--- config.mk ---
export PLATFORM = sky130hd
export DESIGN_NAME = rifl_tx_framer_flat
export DESIGN_NICKNAME = d
export VERILOG_FILES = /design/src/rtl/rifl_tx_framer_if.sv /design/src/rtl/rifl_tx_framer.sv /design/src/flat_wrapper.sv
export SDC_FILE = /design/constraint.sdc
export NUM_CORES = 1
export LEC_CHECK = 0
export ABC_AREA = 1
export ABC_CLOCK_PERIOD_IN_PS = 1400
export CAP_MARGIN = 20
export CORE_AREA = 3 3 122 147
export CTS_CLUSTER_DIAMETER = 50
export DETAILED_ROUTE_END_ITERATION = 10
export DIE_AREA = 0 0 125 150
export MAX_ROUTING_LAYER = met4
export PLACE_DENSITY = 0.75
export SLEW_MARGIN = 20
export SYNTH_ARGS = -nofsm -noshare
export SYNTH_HDL_FRONTEND = slang
export SYNTH_SLANG_ARGS = --single-unit
--- constraint.sdc ---
create_clock -name clk -period 1.4 [get_ports clk]
set_input_delay 0.28 -clock clk [delete_from_list [all_inputs] [get_ports clk]]
set_output_delay 0.28 -clock clk [all_outputs]
set_load 0.02 [all_outputs]
--- src/rtl/rifl_tx_framer_if.sv ---
// rtl/rifl_tx_framer_if.sv - payload handshake bundle between user logic and the RIFL TX framer
interface rifl_tx_framer_if;
    logic [125:0] s_axis_tdata;
    logic         s_axis_tvalid;
    logic         s_axis_tready;

    modport master (output s_axis_tdata, output s_axis_tvalid, input  s_axis_tready);
    modport slave  (input  s_axis_tdata, input  s_axis_tvalid, output s_axis_tready);
endinterface

--- src/rtl/rifl_tx_framer.sv ---
// rtl/rifl_tx_framer.sv - RIFL TX framer: sync header, idle fill, keep-alive insertion, optional scrambler (RIFL_TX_SCRAMBLE_EN)
module rifl_tx_framer #(
    parameter int          KEEPALIVE_PERIOD = 1024,
    parameter logic [7:0]  IDLE_CODE        = 8'h1E,
    parameter logic [7:0]  KA_CODE          = 8'h78
) (
    input  logic                  clk,
    input  logic                  rst_n,
    input  logic                  tx_good,
    rifl_tx_framer_if.slave       s_axis,
    output logic [127:0]          tx_data,
    output logic [15:0]           ka_count
);
    localparam logic [1:0]  HDR_DATA = 2'b01;
    localparam logic [1:0]  HDR_CTRL = 2'b10;
    localparam logic [15:0] KA_LAST  = 16'(KEEPALIVE_PERIOD - 1);

    typedef enum logic {LINK_WAIT, RUN} state_t;

    state_t        state;
    state_t        state_nxt;
    logic [15:0]   ka_cnt;
    logic [15:0]   ka_cnt_nxt;
    logic          ka_inc;
    logic          ready;
    logic [1:0]    hdr_nxt;
    logic [125:0]  payload_nxt;
    logic [125:0]  word_payload;

    assign s_axis.s_axis_tready = ready;

    // Next state, word selection and handshake; tready ignores tvalid, and a
    // dropping tx_good takes priority over a pending keep-alive.
    always_comb begin
        state_nxt   = state;
        ka_cnt_nxt  = 16'd0;
        ka_inc      = 1'b0;
        ready       = 1'b0;
        hdr_nxt     = HDR_CTRL;
        payload_nxt = {IDLE_CODE, 118'd0};
        case (state)
            LINK_WAIT: begin
                if (tx_good) state_nxt = RUN;
            end
            RUN: begin
                if (!tx_good) begin
                    state_nxt = LINK_WAIT;
                end else if (ka_cnt == KA_LAST) begin
                    payload_nxt = {KA_CODE, 102'd0, ka_count};
                    ka_inc      = 1'b1;
                end else begin
                    ready      = 1'b1;
                    ka_cnt_nxt = ka_cnt + 16'd1;
                    if (s_axis.s_axis_tvalid) begin
                        hdr_nxt     = HDR_DATA;
                        payload_nxt = s_axis.s_axis_tdata;
                    end
                end
            end
            default: state_nxt = LINK_WAIT;
        endcase
    end

`ifdef RIFL_TX_SCRAMBLE_EN
    // hist[k+58] holds scrambled bit s(k); the low 58 entries are the prior word's history.
    function automatic logic [183:0] scramble(input logic [57:0] st, input logic [125:0] din);
        logic [183:0] hist;
        hist = '0;
        for (int m = 0; m < 58; m++) hist[57-m] = st[m];
        for (int i = 0; i < 126; i++) hist[i+58] = din[i] ^ hist[i+19] ^ hist[i];
        return hist;
    endfunction

    logic [57:0]  scr_state;
    logic [57:0]  scr_nxt;
    logic [183:0] scr_hist;

    // Scramble the selected payload and collect the newest 58 scrambled bits.
    always_comb begin
        scr_hist     = scramble(scr_state, payload_nxt);
        word_payload = scr_hist[183:58];
        scr_nxt      = '0;
        for (int m = 0; m < 58; m++) scr_nxt[m] = scr_hist[183-m];
    end

    // Scrambler advances on every transmitted word.
    always_ff @(posedge clk or negedge rst_n) begin
        if (!rst_n) scr_state <= '1;
        else        scr_state <= scr_nxt;
    end
`else
    assign word_payload = payload_nxt;
`endif

    // State, keep-alive counters and the registered output word.
    always_ff @(posedge clk or negedge rst_n) begin
        if (!rst_n) begin
            state    <= LINK_WAIT;
            ka_cnt   <= 16'd0;
            ka_count <= 16'd0;
            tx_data  <= 128'd0;
        end else begin
            state   <= state_nxt;
            ka_cnt  <= ka_cnt_nxt;
            tx_data <= {hdr_nxt, word_payload};
            if (ka_inc) ka_count <= ka_count + 16'd1;
        end
    end
endmodule

--- src/flat_wrapper.sv ---
// flat-port wrapper written by rule: the top's interface ports become plain ports
module rifl_tx_framer_flat 
#(
    parameter int          KEEPALIVE_PERIOD = 1024,
    parameter logic [7:0]  IDLE_CODE        = 8'h1E,
    parameter logic [7:0]  KA_CODE          = 8'h78
)
  (clk, rst_n, tx_good, tx_data, ka_count, s_axis_s_axis_tdata, s_axis_s_axis_tvalid, s_axis_s_axis_tready);
  rifl_tx_framer_if s_axis_i ();
  input  logic clk;
  input  logic rst_n;
  input  logic tx_good;
  output logic [127:0] tx_data;
  output logic [15:0] ka_count;
  input wire logic [$bits(s_axis_i.s_axis_tdata)-1:0] s_axis_s_axis_tdata;
  input wire logic [$bits(s_axis_i.s_axis_tvalid)-1:0] s_axis_s_axis_tvalid;
  output wire logic [$bits(s_axis_i.s_axis_tready)-1:0] s_axis_s_axis_tready;
  assign s_axis_i.s_axis_tdata = s_axis_s_axis_tdata;
  assign s_axis_i.s_axis_tvalid = s_axis_s_axis_tvalid;
  assign s_axis_s_axis_tready = s_axis_i.s_axis_tready;
  rifl_tx_framer #(.KEEPALIVE_PERIOD(KEEPALIVE_PERIOD), .IDLE_CODE(IDLE_CODE), .KA_CODE(KA_CODE)) u_core (.clk(clk), .rst_n(rst_n), .tx_good(tx_good), .s_axis(s_axis_i), .tx_data(tx_data), .ka_count(ka_count));
endmodule
==> results of run 1 <==
## per-layer routing
| metal | share of wire [%] | vias up | GRT usage, % | wire length [um] |
|---|---|---|---|---|
| met5 | 0 | - | - | 0 |
| met4 | 2.1 | 0 | 6.128 | 447 |
| met3 | 4.9 | 30 | 4.534 | 1017 |
| met2 | 54 | 213 | 39.13 | 11210 |
| met1 | 39 | 2738 | 25.95 | 8139 |
| li1 | - | 2746 | - | - |
## layout by cell type, fill, tap and decap left out, drive strengths merged
cell type,instances
dfrtp,161
clkinvlp,4
nand3,39
ha,2
bufbuf,1
buf,111
clkdlybuf4s50,128
xnor2,4
or2,2
xor2,10
clkbuf,59
dlygate4sd3,1
nand2,122
dlygate4sd2,8
nor2,164
inv,139
clkinv,8
nor3,2
o21ai,16
clkdlybuf4s15,86
nand4,4
nor3b,1
## cell families (layout without fill, tap and decap cells)
| kind of cell | after synthesis | in the layout | synth area share [%] |
|---|---|---|---|
| AOI/OAI and AO/OA | 16 | 16 | 1.279 |
| xor gates and xnor gates | 14 | 14 | 1.959 |
| adders and majority gates | 2 | 2 | 0.3997 |
| buffers and inverters | 153 | 545 | 9.974 |
| DFF | 161 | 161 | 64.36 |
| and+or+nand+nor | 329 | 334 | 22.03 |
## path summary, 6_finish.rpt
path                                                  end  slack, ns  depth (start not counted)
setup / recovery           u_core.ka_count[5]$_DFFE_PN0P_      -0.45                         12
hold / removal               u_core.tx_data[36]$_DFF_PN0_       0.34                          2
setup reg to reg           u_core.ka_count[5]$_DFFE_PN0P_      -0.45                         12
hold reg to reg                u_core.ka_cnt[0]$_DFF_PN0_       0.57                          2
max in group asynchronous  u_core.ka_count[0]$_DFFE_PN0P_       0.51                          3
min in group clk             u_core.tx_data[68]$_DFF_PN0_       0.38                          3
## state kept, by name, summed over array words and instances, names as in the netlist
register         cells
u_core.ka_cnt       16
u_core.ka_count     16
u_core.state         1
u_core.tx_data     128
## cells in the mapped netlist, drive strengths merged
library cell	count	area share, %
clkinv	1	0.080
nand2	119	7.6
buf	15	1.7
nor3b	1	0.12
or2	2	0.20
xor2	10	1.4
dfrtp	161	64
xnor2	4	0.56
nand4	4	0.40
nor2	163	10
clkbuf	1	0.060
o21ai	16	1.3
ha	2	0.40
nand3	38	3.1
nor3	2	0.16
inv	136	8.2
## timing repair
item / CTS / global route
cloned: 13 / 2
hold endpoints to repair: 31 / 0
buffers inserted: 28 / 10
pin swaps: 19 / 19
endpoints found under the setup margin: 292 / 268
hold buffers: 1 / 0
resized for setup: 310 / 242
## where the power goes
part	switching, uW	internal (uW)	total (uW)	leakage [uW]
Sequential	32.1	4750	4780	0.00219
Combinational	562	634	1200	0.00325
Clock	2020	2330	4350	0.000262
## per-stage QoR
step	util (%)	power (uW)	std cells	setup TNS, ns
floorplan	-	5161	675	-1.989
global placement	58.00	5904	1212	-38.30
detailed placement	58.00	5917	1212	-43.00
CTS	65.50	10370	1284	-45.32
global route	66.99	10730	1288	-53.23
finish	66.99	10330	1288	-44.28
## area by class of cell
type / count / area [um2]
Clock inverter: 14 / 128.9
Sequential cell: 161 / 4031
Multi-Input combinational cell: 366 / 2148
Fill cell: 1240 / 5540
Timing Repair Buffer: 376 / 3715
Tap cell: 216 / 270.3
Clock buffer: 18 / 429.2
Inverter: 137 / 523.0
## worst register-to-register path, delay by kind of cell, from the launching register on
kind / cells / cell delay [ns]
AND/OR/NAND/NOR: 7 / 0.77
flip-flops: 1 / 0.36
adder cells (fa/ha/maj): 1 / 0.19
buffers and inverters: 4 / 0.48
==> impl_results.md, run 1 <==
- Outcome: finished with violations
- Failing checks: negative setup slack
- Die extent in x: 125 um
- Seq cells post-synth: 161
- Die area: 18,750 um2
- Endpoints failing setup: 147
- Unrepaired setup endpoints after global routing: yes
- H-tree Lvls: 4
- Clk root buf: clkbuf_16
- Vias: 5,727
- Clk slew on worst S/H paths: 0.07 ns
- Max Fclk: 539.2 MHz
- Remaining DRCs: 0
- Max-Cap Viols: 0
- Crit start category: flip-flop
- Power per Cell Area: 918.2 nW/um2
- Worst-path cell chain: ha_2 > nand2_2 > nor2_4 > nand2_4 > clkinv_4 > nand2_8 > buf_4 > buf_12 > buf_8 > nor2_4 > nand3_2 > nand2_2
- Crit path arrival time: 2.21 ns
- Port Buffers: 274
- VDD IR max: 719.9 uV
- Setup crit end kind: flip-flop
- Layout cell share with drive strength beyond 1: 29.76%
- P_leak: 0.005698 uW
- DR pass1 iterations: 4
- Clk buf depth: 2
- Routed len/inst: 16.16 um
- Hold Vio Cnt, Final: 0
- Total wire length: 20,820 um
- Start point of the critical path: u_core.ka_cnt[0]$_DFF_PN0_
- HP Class: in -> async
- Placement Setup Slack: -0.4818 ns
- Vias in the first global route: 5,832
- Syn Inst Count: 675
- Area grow syn2layout: 79.65%
- CP Data Required Time: 1.75 ns
- Min Clock Period, post-route: 1.855 ns
- Yosys warns: 0
- First-pass GRT wire length: 31,460 um
- Row cnt: 52
- Syn Area/Cell: 9.274 um2
- Count of pins over their slew limit: 0
- ANT cells: 0
- Chip Height: 150 um
- Gr usage total: 22.20%
- Buf/Inv on CP: 4
- Seq/Total Area, Yosys: 64.36%
- Vias/cell: 4.446
- Final period util: 132.5%
- Mapped Area: 6260 um2
- Unique masters post-synth: 25
- Worst-Skew Late Latency: 0.42 ns
- Sink Count: 161
- Slowest stage delay, CP: 0.36 ns
- Launching point of the worst reg2reg path: u_core.ka_cnt[0]$_DFF_PN0_
- Critical path's slowest cell: dfrtp_1
- Largest net degree at the start of global routing: 37
- Cell family with most CP delay: simple AND/OR/NAND/NOR gates
- RePlAce Congestion: 0.8679
- Detail Route Antenna Nets: 0
- NumNets Final: 1,191
- Inserted Clock Buffers: 17
- Worst slew margin: 70.66%
- Dpl cell area: 9736 um2
- CP Class: reg -> reg
- Core area: 16,790 um2
- Final instance area: 11,250 um2
- WHS: 0.3384 ns
- Crit Path Max Fanout: 6
- CTS tree: done
- Clk_skew: 0.01133 ns
- Worst-Margin Slew: 0.4391 ns
- Setup ws final: -0.4546 ns
- Effective utilization at floorplan: 37.29%
- Grt total ovfl: 0
- DRT iter0 DRCs: 284
- Initial antenna violation count: 0
- Post-synth net total: 807
- IO Pins: 275
- Hpwl dp: 13,610 um
No activity file was read; power rests on OpenSTA's default activity.
==> run 2, diff against run 1 <==
--- a/config.mk
+++ b/config.mk
@@ -14,6 +14,7 @@
 export DIE_AREA = 0 0 125 150
 export MAX_ROUTING_LAYER = met4
 export PLACE_DENSITY = 0.75
+export SETUP_SLACK_MARGIN = 0.05
 export SLEW_MARGIN = 20
 export SYNTH_ARGS = -nofsm -noshare
 export SYNTH_HDL_FRONTEND = slang
==> impl_results.md, run 2 (same netlist as run 1, synthesis figures left out) <==
- Crit path arrival time: 1.54 ns (-0.67 ns)
- Sink Count: 161 (unchanged)
- Regs by FF count: u_core.tx_data: 128 flops, u_core.ka_cnt: 16 flops, u_core.ka_count: 16 flops
- Met1 wire length: 7513 um (-7.7%)
- Clk buf depth: 2 (unchanged)
- Met3 WL post-DR: 1149 um (+13%)
- DR pass1 iterations: 4 (unchanged)
- Initial antenna violation count: 0 (unchanged)
- ANT cells: 0 (unchanged)
- Port Buffers: 274 (unchanged)
- Die area: 18,750 um2 (unchanged)
- Most flops, register: u_core.tx_data
- CTS tree: done
- Clk slew on worst S/H paths: 0.07 ns (about the same)
- Worst slew margin: 79.78% (+9.1 points)
- First-pass GRT wire length: 29,240 um (-7.1%)
- Most common cell after layout, fill and taps aside: dfrtp_1
- Max Fclk: 549.3 MHz (+1.9%)
- Vias/cell: 4.383 (-1.4%)
- Die extent in x: 125 um (unchanged)
- Crit start category: flip-flop
- Gr usage total: 20.72% (-1.5 points)
- Worst Setup EP: s_axis_s_axis_tready
- CP Data Required Time: 1.12 ns (-0.63 ns)
- Vias in the first global route: 5,539 (-5.0%)
- P_leak: 0.005398 uW (-5.3%)
- Row cnt: 52 (unchanged)
- IO Pins: 275 (unchanged)
- DRT iter0 DRCs: 232 (-18%)
- NumNets Final: 1,158 (-2.8%)
- Setup TNS: -35.60 ns (+8.687 ns)
- Min Clock Period, post-route: 1.820 ns (-0.03424 ns)
- Total wire length: 18,860 um (-9.4%)
- Hold Vio Cnt, Final: 0 (unchanged)
- Launching point of the worst reg2reg path: u_core.ka_cnt[1]$_DFF_PN0_
- Worst Reg-to-Reg Cells: 11 (-1)
- Setup crit end kind: primary output
- H-tree Lvls: 4 (unchanged)
- Max Used Layer: met4
- Power per Cell Area: 997.5 nW/um2 (+8.6%)
- Grt total ovfl: 0 (unchanged)
- Routed len/inst: 15.03 um (-7.0%)
- Final period util: 130.0% (-2.4 points)
- Worst-Skew Late Latency: 0.42 ns (about the same)
- Area grow syn2layout: 68.44%
- Crit Path Max Fanout: 2 (-4)
- Chip Height: 150 um (unchanged)
- Clk root buf: clkbuf_16
- VDD IR max: 639.1 uV (-11%)
- Worst R2R Setup Slack: -0.38 ns (+0.07 ns)
- Metal2 WL: 9826 um (-12%)
- Inserted Clock Buffers: 17 (unchanged)
- Worst-Margin Slew: 0.3033 ns (-0.1358 ns)
- Total power: 10,520 uW (+1.8%)
- Detail Route Antenna Nets: 0 (unchanged)
- Effective utilization at floorplan: 37.29% (unchanged)
- Most frequent cells in the layout: 158 x dfrtp_1, 152 x nor2_1, 131 x inv_1
- Final instance area: 10,540 um2 (-6.2%)
- Core area: 16,790 um2 (unchanged)
- Max-Cap Viols: 0 (unchanged)
- Layout cell share with drive strength beyond 1: 28.39% (-1.4 points)
- HP Class: in -> async
- RePlAce Congestion: 0.8247 (-5.0%)
- FF-to-FF End: u_core.tx_data[18]$_DFF_PN0_
- Hpwl dp: 13,890 um (+2.0%)
- Unrepaired setup endpoints after global routing: yes
- Setup ws final: -0.4204 ns (+0.03424 ns)
- Dpl cell area: 9698 um2 (-0.39%)
- Count of pins over their slew limit: 0 (unchanged)
- Clk_skew: 0.01170 ns (+0.0003709 ns)
- Endpoints failing setup: 148 (+0.68%)
- Start point of the critical path: u_core.ka_cnt[0]$_DFF_PN0_
- Largest net degree at the start of global routing: 56 (+51%)
- Outcome: finished with violations
- Remaining DRCs: 0 (unchanged)
- Failing checks: negative setup slack
- CP Class: reg -> out
- Max reg flops: 128 (unchanged)
- Vias: 5,501 (-3.9%)
-- run 2: final cells by class --
cell class              count  area, um2
flip-flops and latches    161       4033
repair buffers            346       3342
clock inverters            14      170.2
clock buffers              18      429.2
multi-input cells         363       1777
fillers                  1328       6242
well taps                 216      270.3
inverters                 137      523.0
-- run 2: per-stage QoR --
stage	util [%]	instances	hold slack, ns	setup WS (ns)
global route	62.81	1255	0.2883	-0.5124
floorplan	-	675	-0.01559	-0.05062
finish	62.81	1255	0.2850	-0.4204
global placement	57.77	1205	0.1518	-0.4859
detailed placement	57.77	1205	0.1518	-0.4910
CTS	63.07	1253	0.2750	-0.4735
-- run 2: worst max-delay path, cell delays in order (launching register included) --
cell and delay (ns):
dfrtp_1 0.36, ha_2 0.19, nand2_2 0.07, nor2_4 0.11
nand2_4 0.07, clkinv_4 0.07, nand2_8 0.05, nand2_4 0.05
inv_2 0.04, buf_6 0.12
-- run 2: layer usage --
metal  vias to the layer above  track usage, %
met3                        30           6.141
li1                       2676               -
met1                      2606           23.43
met2                       189           35.68
met4                         0           6.345
met5                         -               -
-- run 2: power breakdown --
| part | internal, uW | switching [uW] | total (uW) |
|---|---|---|---|
| logic | 565 | 485 | 1050 |
| registers | 4750 | 29.5 | 4780 |
| clock network | 2700 | 1990 | 4690 |
-- run 2: worst min-delay path by stage --
stage,from,endpoint,slack [ns]
after global placement,rst_n,u_core.tx_data[113]$_DFF_PN0_,0.15
final,rst_n,u_core.tx_data[113]$_DFF_PN0_,0.28
after global routing,rst_n,u_core.tx_data[113]$_DFF_PN0_,0.29
after detailed placement,rst_n,u_core.tx_data[113]$_DFF_PN0_,0.15
after CTS,rst_n,u_core.tx_data[113]$_DFF_PN0_,0.28
after floorplan,rst_n,u_core.ka_cnt[0]$_DFF_PN0_,-0.02
-- run 2: what timing repair did --
item | CTS | global route
pin swaps | 9 | 4
buffers inserted | 11 | 2
setup endpoints to repair | 304 | 230
cloned | 4 | 0
hold buffers | 1 | 0
endpoints found under the hold margin | 19 | 0
gates resized for setup | 503 | 39
==> run 3, diff against run 2 <==
--- a/config.mk
+++ b/config.mk
@@ -6,12 +6,12 @@
 export NUM_CORES = 1
 export LEC_CHECK = 0
 export ABC_AREA = 1
-export ABC_CLOCK_PERIOD_IN_PS = 1400
+export ABC_CLOCK_PERIOD_IN_PS = 1700
 export CAP_MARGIN = 20
-export CORE_AREA = 3 3 122 147
+export CORE_AREA = 3 3 107 160
 export CTS_CLUSTER_DIAMETER = 50
 export DETAILED_ROUTE_END_ITERATION = 10
-export DIE_AREA = 0 0 125 150
+export DIE_AREA = 0 0 110 163
 export MAX_ROUTING_LAYER = met4
 export PLACE_DENSITY = 0.75
 export SETUP_SLACK_MARGIN = 0.05
@@ -19,3 +19,4 @@
 export SYNTH_ARGS = -nofsm -noshare
 export SYNTH_HDL_FRONTEND = slang
 export SYNTH_SLANG_ARGS = --single-unit
+export TNS_END_PERCENT = 10
==> constraint.sdc (replaced) <==
create_clock -name clk -period 1.7 [get_ports clk]
set_input_delay 0.34 -clock clk [delete_from_list [all_inputs] [get_ports clk]]
set_output_delay 0.34 -clock clk [all_outputs]
set_load 0.02 [all_outputs]
==> impl_results.md, run 3 (same netlist as run 1, synthesis figures left out) <==
- Outcome: finished with violations
- Failing checks: negative setup slack
- Area grow syn2layout: 62.38%
- Fraction of power spent switching nets: 24.90% (+1.1 points)
- Max Used Layer: met4
- Met1 wire length: 6912 um (-8.0%)
- DRT iter0 DRCs: 280 (+21%)
- Core area: 15,770 um2 (-6.1%)
- P_leak: 0.005747 uW (+6.5%)
- Power per Cell Area: 820.5 nW/um2 (-18%)
- CP Data Required Time: 1.36 ns (+0.24 ns)
- Grt total ovfl: 0 (unchanged)
- Clk slew on worst S/H paths: 0.07 ns (about the same)
- Hold Vio Cnt, Final: 0 (unchanged)
- Most flops, register: u_core.tx_data
- Worst-Skew Late Latency: 0.42 ns (about the same)
- Chip Height: 163 um (+8.7%)
- Clk_skew: 0.01825 ns (+0.006540 ns)
- Hpwl dp: 14,630 um (+5.4%)
- Max-Cap Viols: 0 (unchanged)
- Count of pins over their slew limit: 0 (unchanged)
- Gr usage total: 21.61% (+0.89 points)
- Register share of total power: 47.1% (+1.7 points)
- Vias/cell: 4.436 (+1.2%)
- HP Class: in -> async
- VDD IR max: 547.0 uV (-14%)
- Total power: 8340 uW (-21%)
- Endpoints failing setup: 48 (-68%)
- Met3 WL post-DR: 1444 um (+26%)
- P_int: 6263 uW (-22%)
- Worst-Margin Slew: 0.4021 ns (+0.09876 ns)
- Max Fclk: 525.5 MHz
- Initial antenna violation count: 0 (unchanged)
- NumNets Final: 1,139 (-1.6%)
- ANT cells: 0 (unchanged)
- Regs by FF count: u_core.tx_data: 128 flops, u_core.ka_cnt: 16 flops, u_core.ka_count: 16 flops
- CP Class: reg -> out
- First-pass GRT wire length: 28,350 um (-3.0%)
- Final instance area: 10,160 um2 (-3.6%)
- Setup crit end kind: primary output
- Total wire length: 19,330 um (+2.5%)
- Clock share of power: 42.8% (-1.8 points)
- Most frequent cells in the layout: 161 x dfrtp_1, 152 x nor2_1, 144 x dlygate4sd2_1
- Gate power share: 10.0% (about the same)
- Metal2 WL: 10,390 um (+5.7%)
- Row cnt: 56 (+7.7%)
- Worst slew margin: 73.19% (-6.6 points)
- Crit path arrival time: 1.56 ns (+0.02 ns)
- Sink Count: 161 (unchanged)
- Placement Setup Slack: -0.2895 ns (+0.2015 ns)
- H-tree Lvls: 4 (unchanged)
- Vias in the first global route: 5,385 (-2.8%)
- Remaining DRCs: 0 (unchanged)
- Crit start category: flip-flop
- CTS tree: done
- Min Clock Period, post-route: 1.903 ns
- Final period util: 111.9%
- Routed len/inst: 15.80 um (+5.2%)
- RePlAce Congestion: 0.8903 (+8.0%)
- IO Pins: 275 (unchanged)
- Max reg flops: 128 (unchanged)
- Die extent in x: 110 um (-12%)
- DR pass1 iterations: 4 (unchanged)
- Most common cell after layout, fill and taps aside: dfrtp_1
- Clk buf depth: 2 (unchanged)
- Largest net degree at the start of global routing: 52 (-7.1%)
- Vias: 5,425 (-1.4%)
- Port Buffers: 274 (unchanged)
- Clk root buf: clkbuf_16
- Unrepaired setup endpoints after global routing: yes
- Dpl cell area: 9499 um2 (-2.1%)
- Switching power total: 2077 uW (-17%)
- WHS: 0.4048 ns (+0.1198 ns)
- Layout cell share with drive strength beyond 1: 11.37% (-17 points)
- Combined area of the multi-input logic cells: 1688 um2 (-5.0%)
- Register area: 4029 um2 (about the same)
- Effective utilization at floorplan: 39.71% (+2.4 points)
- Crit Path Max Fanout: 2 (unchanged)
- Inserted Clock Buffers: 17 (unchanged)
- Detail Route Antenna Nets: 0 (unchanged)
- Setup ws final: -0.2029 ns (+0.2175 ns)
- Die area: 17,930 um2 (-4.4%)
- Filler cells: 1,283 (-3.4%)
-- run 3: per-layer routing --
metal | vias up | global-route usage (%)
met5 | - | -
met4 | 0 | 8.962
met3 | 37 | 6.109
met2 | 190 | 37.71
met1 | 2558 | 22.42
li1 | 2640 | -
-- run 3: what timing repair did --
item / in CTS / in global routing
cloned: 0 / 4
buffers inserted: 2 / 8
resized for setup: 156 / 28
hold buffers: 1 / 0
endpoints found under the hold margin: 36 / 0
endpoints found under the setup margin: 258 / 144
pin swaps: 5 / 8
-- run 3: stage by stage --
stage	utilization [%]	TNS, ns	instances
global placement	60.25	-0.8167	1176
global route	64.48	-9.547	1223
floorplan	-	0	675
finish	64.48	-1.944	1223
detailed placement	60.25	-3.221	1176
CTS	62.97	-0.2323	1211
-- run 3: cell type report --
cell class / count / share of cell area (%)
multi-input cells: 362 / 16.61
repair buffers: 328 / 30.67
flip-flops and latches: 161 / 39.64
clock buffers: 18 / 4.222
clock inverters: 14 / 1.219
well taps: 203 / 2.499
inverters: 137 / 5.145
-- run 3: critical path, cell delays in order, from the launching register on --
cell      delay (ns)
dfrtp_1         0.37
ha_2            0.19
nand2_2         0.07
nor2_4          0.12
nand2_4         0.08
clkinv_4        0.06
nand2_4         0.05
nand2_4         0.06
inv_2           0.04
buf_6           0.12
-- run 3: power by group through the flow --
stage	Sequential, uW	Clock [uW]	Combinational (uW)
after detailed placement	4010	0	861
final	3930	3570	838
after CTS	3930	3630	816
after global routing	3940	3820	911
after floorplan	4110	0	140
after global placement	4000	0	850
-- run 3: final timing paths --
check	to	slack, ns	depth (start not counted)	startpoint
worst max-delay path	s_axis_s_axis_tready	-0.20	9	u_core.ka_cnt[0]$_DFF_PN0_
min in group clk	u_core.tx_data[101]$_DFF_PN0_	0.44	3	s_axis_s_axis_tdata[101]
worst max register to register	u_core.tx_data[49]$_DFF_PN0_	-0.10	12	u_core.ka_cnt[0]$_DFF_PN0_
worst min register to register	u_core.ka_count[15]$_DFFE_PN0P_	0.54	2	u_core.ka_count[15]$_DFFE_PN0P_
max in group asynchronous	u_core.tx_data[96]$_DFF_PN0_	0.68	3	rst_n
worst min-delay path	u_core.tx_data[89]$_DFF_PN0_	0.40	2	rst_n
